<file path="config.mk">
export PLATFORM = sky130hd
export DESIGN_NAME = word_byte_unpacker
export DESIGN_NICKNAME = d
export VERILOG_FILES = /design/src/rtl/word_byte_unpacker.sv
export SDC_FILE = /design/constraint.sdc
export NUM_CORES = 1
export LEC_CHECK = 0
export BUFFER_PORTS_ARGS = -buffer_cell sky130_fd_sc_hd__clkbuf_2
export CORE_ASPECT_RATIO = 1.4
export CORE_UTILIZATION = 47
export CTS_BUF_LIST = sky130_fd_sc_hd__clkbuf_4 sky130_fd_sc_hd__clkbuf_8
export DETAILED_ROUTE_END_ITERATION = 7
export HOLD_SLACK_MARGIN = 0.1
export PLACE_DENSITY = 0.81
export SYNTH_ARGS = -nofsm -noshare
export SYNTH_HDL_FRONTEND = slang
export SYNTH_SLANG_ARGS = --single-unit
</file>
<file path="constraint.sdc">
create_clock -name Clk -period 3.76 [get_ports Clk]
set_input_delay 0.564 -clock Clk [delete_from_list [all_inputs] [get_ports Clk]]
set_output_delay 0.564 -clock Clk [all_outputs]
set_load 0.02 [all_outputs]
</file>
<file path="src/rtl/word_byte_unpacker.sv">
// Splits a NUM_LANES*LANE_W word into lanes, lane 0 first, over valid/ready handshakes.
// Optional feature macro: UNPACK_MASK_EN adds the In_Mask port for sparse lane emission.
module word_byte_unpacker #(
    parameter int NUM_LANES = 4,
    parameter int LANE_W    = 8
) (
    input  logic                           Clk,
    input  logic                           Reset,
    input  logic                           In_Valid,
    output logic                           In_Ready,
    input  logic [NUM_LANES*LANE_W-1:0]    In_Data,
`ifdef UNPACK_MASK_EN
    input  logic [NUM_LANES-1:0]           In_Mask,
`endif
    output logic                           Out_Valid,
    input  logic                           Out_Ready,
    output logic [LANE_W-1:0]              Out_Data,
    output logic [$clog2(NUM_LANES)-1:0]   Out_Lane,
    output logic                           Out_Last
);

    localparam int W     = NUM_LANES * LANE_W;
    localparam int IDX_W = $clog2(NUM_LANES);

    typedef enum logic {IDLE, EMIT} state_t;

    state_t               state_p0, state_nxt;
    logic [W-1:0]         word_p0;
    logic [NUM_LANES-1:0] rem_p0, rem_nxt;
    logic [IDX_W-1:0]     lane_p0, lane_nxt;
    logic [NUM_LANES-1:0] mask_in;
    logic                 in_fire, out_fire, last;

    function automatic logic [IDX_W-1:0] first_lane(input logic [NUM_LANES-1:0] m);
        first_lane = '0;
        for (int i = NUM_LANES - 1; i >= 0; i--) begin
            if (m[i]) first_lane = IDX_W'(i);
        end
    endfunction

    function automatic logic [NUM_LANES-1:0] clear_lowest(input logic [NUM_LANES-1:0] m);
        clear_lowest = m & (m - NUM_LANES'(1));
    endfunction

`ifdef UNPACK_MASK_EN
    assign mask_in = In_Mask;
`else
    assign mask_in = '1;
`endif

    // rem_p0 holds the enabled lanes strictly above the lane on the output
    assign last      = (rem_p0 == '0);
    assign Out_Valid = (state_p0 == EMIT);
    assign Out_Last  = Out_Valid && last;
    assign Out_Lane  = Out_Valid ? lane_p0 : '0;
    assign Out_Data  = Out_Valid ? word_p0[int'(lane_p0) * LANE_W +: LANE_W] : '0;
    assign In_Ready  = !Reset && ((state_p0 == IDLE) || (last && Out_Ready));
    assign in_fire   = In_Valid && In_Ready;
    assign out_fire  = Out_Valid && Out_Ready;

    always_comb begin
        state_nxt = state_p0;
        rem_nxt   = rem_p0;
        lane_nxt  = lane_p0;
        if (out_fire) begin
            if (last) begin
                state_nxt = IDLE;
            end else begin
                lane_nxt = first_lane(rem_p0);
                rem_nxt  = clear_lowest(rem_p0);
            end
        end
        // An empty mask is accepted but produces nothing
        if (in_fire) begin
            if (mask_in != '0) begin
                state_nxt = EMIT;
                lane_nxt  = first_lane(mask_in);
                rem_nxt   = clear_lowest(mask_in);
            end else begin
                state_nxt = IDLE;
            end
        end
    end

    always_ff @(posedge Clk) begin
        if (Reset) begin
            state_p0 <= IDLE;
            rem_p0   <= '0;
            lane_p0  <= '0;
        end else begin
            state_p0 <= state_nxt;
            rem_p0   <= rem_nxt;
            lane_p0  <= lane_nxt;
        end
    end

    always_ff @(posedge Clk) begin
        if (in_fire) word_p0 <= In_Data;
    end

endmodule

</file>
======== Yosys cells after proc, flatten, opt, wreduce, memory -nomap -nowiden ========
Cells that the tools add are included.
cells by class
  $add $sub $neg .......................... 1
  equality and inequality tests ........... 1
  multiplexer cells ....................... 12
  bitwise logic cells ..................... 3
  shifts and indexed selects .............. 1
  reduce and logical (&&, ||, !) cells .... 14
operators with widths
  cell                   count
  $shiftx A32 B6 Y8      1
  $mux W4                3
  $mux W2                5
  $mux W8                1
  $reduce_and A2 Y1      3
  $logic_and A1 B1 Y1    5
  $and A4 B4 Y4          1
  $logic_not A4 Y1       1
  $reduce_bool A2 Y1     2
  $sub A4 B1 Y4 const B  1
  $mux W1                3
  $ne A2 B2 Y1 const B   1
  $not A1 Y1             2
  $reduce_or A2 Y1       1
  $logic_not A1 Y1       1
  $logic_or A1 B1 Y1     1
storage, ports and cells
  bits of input ports ..................... 36
  word-level logic and storage cells ...... 37
  bits in registers ....................... 39

======== Longest topological paths before layout ========
  depth after elaboration ................. 7
  depth in mapped cells ................... 4
  gate-level depth less buffers ........... 3

======== Worst setup path before layout ========
Ideal clock, no wire load.
  kind .................................... input to register
  start point ............................. in Out_Ready
  end point ............................... reg word_p0[0] (enable)
  arrival time ............................ 3.343 ns
  setup slack ............................. -0.051 ns
  stages on the path ...................... 3
  cells stage by stage .................... nor3b_1 > a21oi_1 > nor3b_1
on the way
  word-level cells in the longest chain between the ends .. 4
ends and longest elaborated chain
  what                    line  text
  start: declaration      16    input logic Out_Ready,
  $logic_and A1 B1 Y1     57    assign In_Ready = !Reset && ((state_p0 == IDLE) || (last && Out_Ready));
  $logic_or A1 B1 Y1      57
  $logic_and A1 B1 Y1     57
  $logic_and A1 B1 Y1     58    assign in_fire = In_Valid && In_Ready;
  via in_fire             32    logic in_fire, out_fire, last;
  end signal: assignment  98    if (in_fire) word_p0 <= In_Data;
  end: declaration        28    logic [W-1:0] word_p0;
The timed path passes the listed nets, and every way through them passes these cells.
A chain may end at the register's enable or synchronous reset.

======== Worst setup path after layout ========
  start point ............................. reg lane_p0[0]
  end point ............................... out Out_Data[5]
on the way
  word-level cells in the longest chain between the ends .. 2
ends and longest elaborated chain
  what                      line  text
  start: declaration        30    logic [IDX_W-1:0] lane_p0, lane_nxt;
  start signal: assignment  93    lane_p0 <= lane_nxt;
  $shiftx A32 B6 Y8         56    assign Out_Data = Out_Valid ? word_p0[int'(lane_p0) * LANE_W +: LANE_W] : '0;
  $mux W8                   56
  end: declaration          17    output logic [LANE_W-1:0] Out_Data,
No other way between the ends.

==> impl_metrics.py <==
metrics = {
    "die": {
        "fp-row-count": 24,
        "start_util": 0.488,
        "core_sq_um": 3090,
        "fp.dieW_microns": 49.9,
        "dieArea_sq_um": 3440,
        "die_h_microns": 69.0,
        "io_pins": 49,
    },
    "clock_tree": {
        "cts_tree": "built",
        "post_cts_buffers": 0,
        "worstSkewPairLatency_ns": 0.28,
        "clk_path_buf_depth": 2,
        "cts.sinks": 38,
        "clock-root-buffer": "clkbuf_8",
        "htree_num_levels": 2,
        "cts-hold-fix-buffers": 0,
        "clk_pin_slew_ns": 0.07,
        "cts.repair.resized": 0,
        "cts_buffers": 5,
    },
    "power": {
        "ir_drop_uv": 342,
        "power.leakage_nw": 0.748,
        "power.density_nw_per_um2": 442,
    },
    "logic_synthesis": {
        "syn_area_per_cell_sq_um": 17.0,
        "synth-seq-area-share": 0.716,
        "synth_nets": 125,
        "yosys.cell_types.count": 22,
        "ys_seq_elements": 38,
        "yosys_warnings": 0,
        "synthCells": 89,
        "syn_area_sq_um": 1510,
    },
    "worst_setup_path": {
        "cp.required_ns": 3.20,
        "critPathArrivalTime_ns": 1.89,
        "worstRegToRegCells": 4,
        "cp-start-kind": "flop",
        "path_class": "flop to output pin",
        "r2r_start": "rem_p0[1]",
        "crit_path_end_kind": "output pin",
        "cp_max_fo": 10,
        "worst-r2r-setup-slack_ns": 1.63,
        "crit_end": "Out_Data[5]",
        "cp-startpoint": "lane_p0[0]",
        "r2r-end": "word_p0[22]",
    },
    "global_routing": {
        "grt-ovfl-total": 0,
        "grt_max_degree": 21,
        "grt_first_pass_wirelength_microns": 4180,
        "grt_pass1_vias": 952,
        "antenna_found_initial": 0,
        "grt_usage": 0.172,
    },
    "placed_design": {
        "io_buffers": 48,
        "place_congestion": 0.774,
        "pre_cts_ws_ns": 1.26,
        "hpwl_microns": 1860,
        "dp.cells": 172,
    },
    "detailed_routing": {
        "vias_per_cell": 5.31,
        "antenna_left": 0,
        "route.detailed.drc": 0,
        "wire_per_inst_microns": 14.1,
        "num_vias": 951,
        "drtPass1Iterations": 4,
        "routed_wl_microns": 2520,
        "drt_iter0_markers": 29,
    },
    "final_layout": {
        "final_cell_mix": "clkbuf_2 (48), edfxtp_1 (32), and2_1 (10), mux4_2 (8)",
        "nFillCells": 245,
        "antenna_cells": 0,
        "nets": 176,
        "stdcell_count": 179,
        "mostFrequentLayoutCell": "clkbuf_2",
        "drive_gt1_frac": 0.471,
        "syn2layout_area_growth_pct": 24.6,
    },
    "sta": {
        "fin_crit_ns": 2.46,
        "setup_viol": 0,
        "drv_slew": 0,
        "grt_setup_unrepaired": "false",
        "worst_slack_ns": 1.30,
        "fin_crit_sh": 0.654,
        "clock_skew_ns": 0.00519,
        "relSlewSlack": 0.580,
        "timing.fmax_mhz": 407,
        "tightest_slew_ns": 0.630,
        "tns_ns": 0,
        "finalHoldViolations": 0,
    },
    "status": {
        "status": "finished clean",
    },
    "flow_run": {
        "max-cap-violations": 0,
    },
    "hold_path": {
        "hold_path_class": "input port to flop",
    },
}
[through the flow]
stage | area (sq um) | power, mW | util | hold slack [ns]
2_1_floorplan | 1510 | 0.542 | - | 0.470
3_3_place_gp | 1800 | 0.574 | 0.581 | 0.487
3_5_place_dp | 1800 | 0.579 | 0.581 | 0.495
4_1_cts | 1880 | 0.841 | 0.608 | 0.443
5_1_grt | 1880 | 0.871 | 0.608 | 0.435
6_report | 1880 | 0.832 | 0.608 | 0.451
[worst min-delay path by stage]
stage	startpoint	to	slack, ns	depth (start not counted)
final	In_Data[23]	word_p0[23]	0.45	1
after global routing	In_Data[8]	word_p0[8]	0.44	1
after CTS	In_Data[31]	word_p0[31]	0.44	1
after detailed placement	rem_p0[2]	rem_p0[2]	0.50	2
after global placement	rem_p0[2]	rem_p0[2]	0.49	2
after floorplan	rem_p0[2]	rem_p0[2]	0.47	2
[final cells by class]
| class | instances | area (sq um) | area share |
|---|---|---|---|
| Tap cell | 39 | 48.8 | 0.0259 |
| Inverter | 3 | 11.3 | 0.00599 |
| Clock buffer | 6 | 76.3 | 0.0406 |
| Multi-Input combinational cell | 43 | 408 | 0.217 |
| Sequential cell | 38 | 1080 | 0.575 |
| Timing Repair Buffer | 49 | 248 | 0.132 |
| Clock inverter | 1 | 7.51 | 0.00399 |
[state kept, by name, summed over array words and instances, names as in the netlist]
| register | flops |
|---|---|
| lane_p0 | 2 |
| word_p0 | 32 |
| Out_Valid | 1 |
| rem_p0 | 3 |
[synthesized netlist by cell type (all sizes together)]
master  count  area share
mux4        8        0.12
o21ai       1      0.0033
clkbuf      3      0.0075
o211a       1      0.0066
a31o        1      0.0058
a31oi       1      0.0041
and2       10       0.041
dfxtp       6       0.080
nand2       3      0.0075
buf         2      0.0058
inv         3      0.0075
nor3b       2      0.0099
a21oi       6       0.020
a21bo       1      0.0066
nand3b      1      0.0050
a41oi       1      0.0058
edfxtp     32        0.64
o21bai      1      0.0050
and3        2      0.0083
nor2        3      0.0075
or4b        1      0.0066
[kinds of logic after synthesis]
logic type	share of synthesized area
compound gates	0.0572
buf+inv	0.0207
flops	0.716
mux	0.119
simple gates	0.0862
[metal layers]
| layer | global-route usage | vias up | part of all wire |
|---|---|---|---|
| met5 | 0 | - | 0 |
| met4 | 0.105 | 0 | 0.024 |
| met3 | 0.0530 | 4 | 0.054 |
| met2 | 0.293 | 36 | 0.57 |
| met1 | 0.181 | 467 | 0.36 |
| li1 | - | 444 | - |
[power by group]
group          switching, mW  internal (mW)
clock                  0.130          0.134
sequential            0.0128          0.479
combinational         0.0388         0.0375
total                  0.181          0.651
[critical path: stages (launching register included)]
cell	delay, ns
dfxtp_1	0.70
mux4_2	0.58
and2_1	0.18
clkbuf_2	0.15
Note: power is estimated with default switching activity, not from simulation.
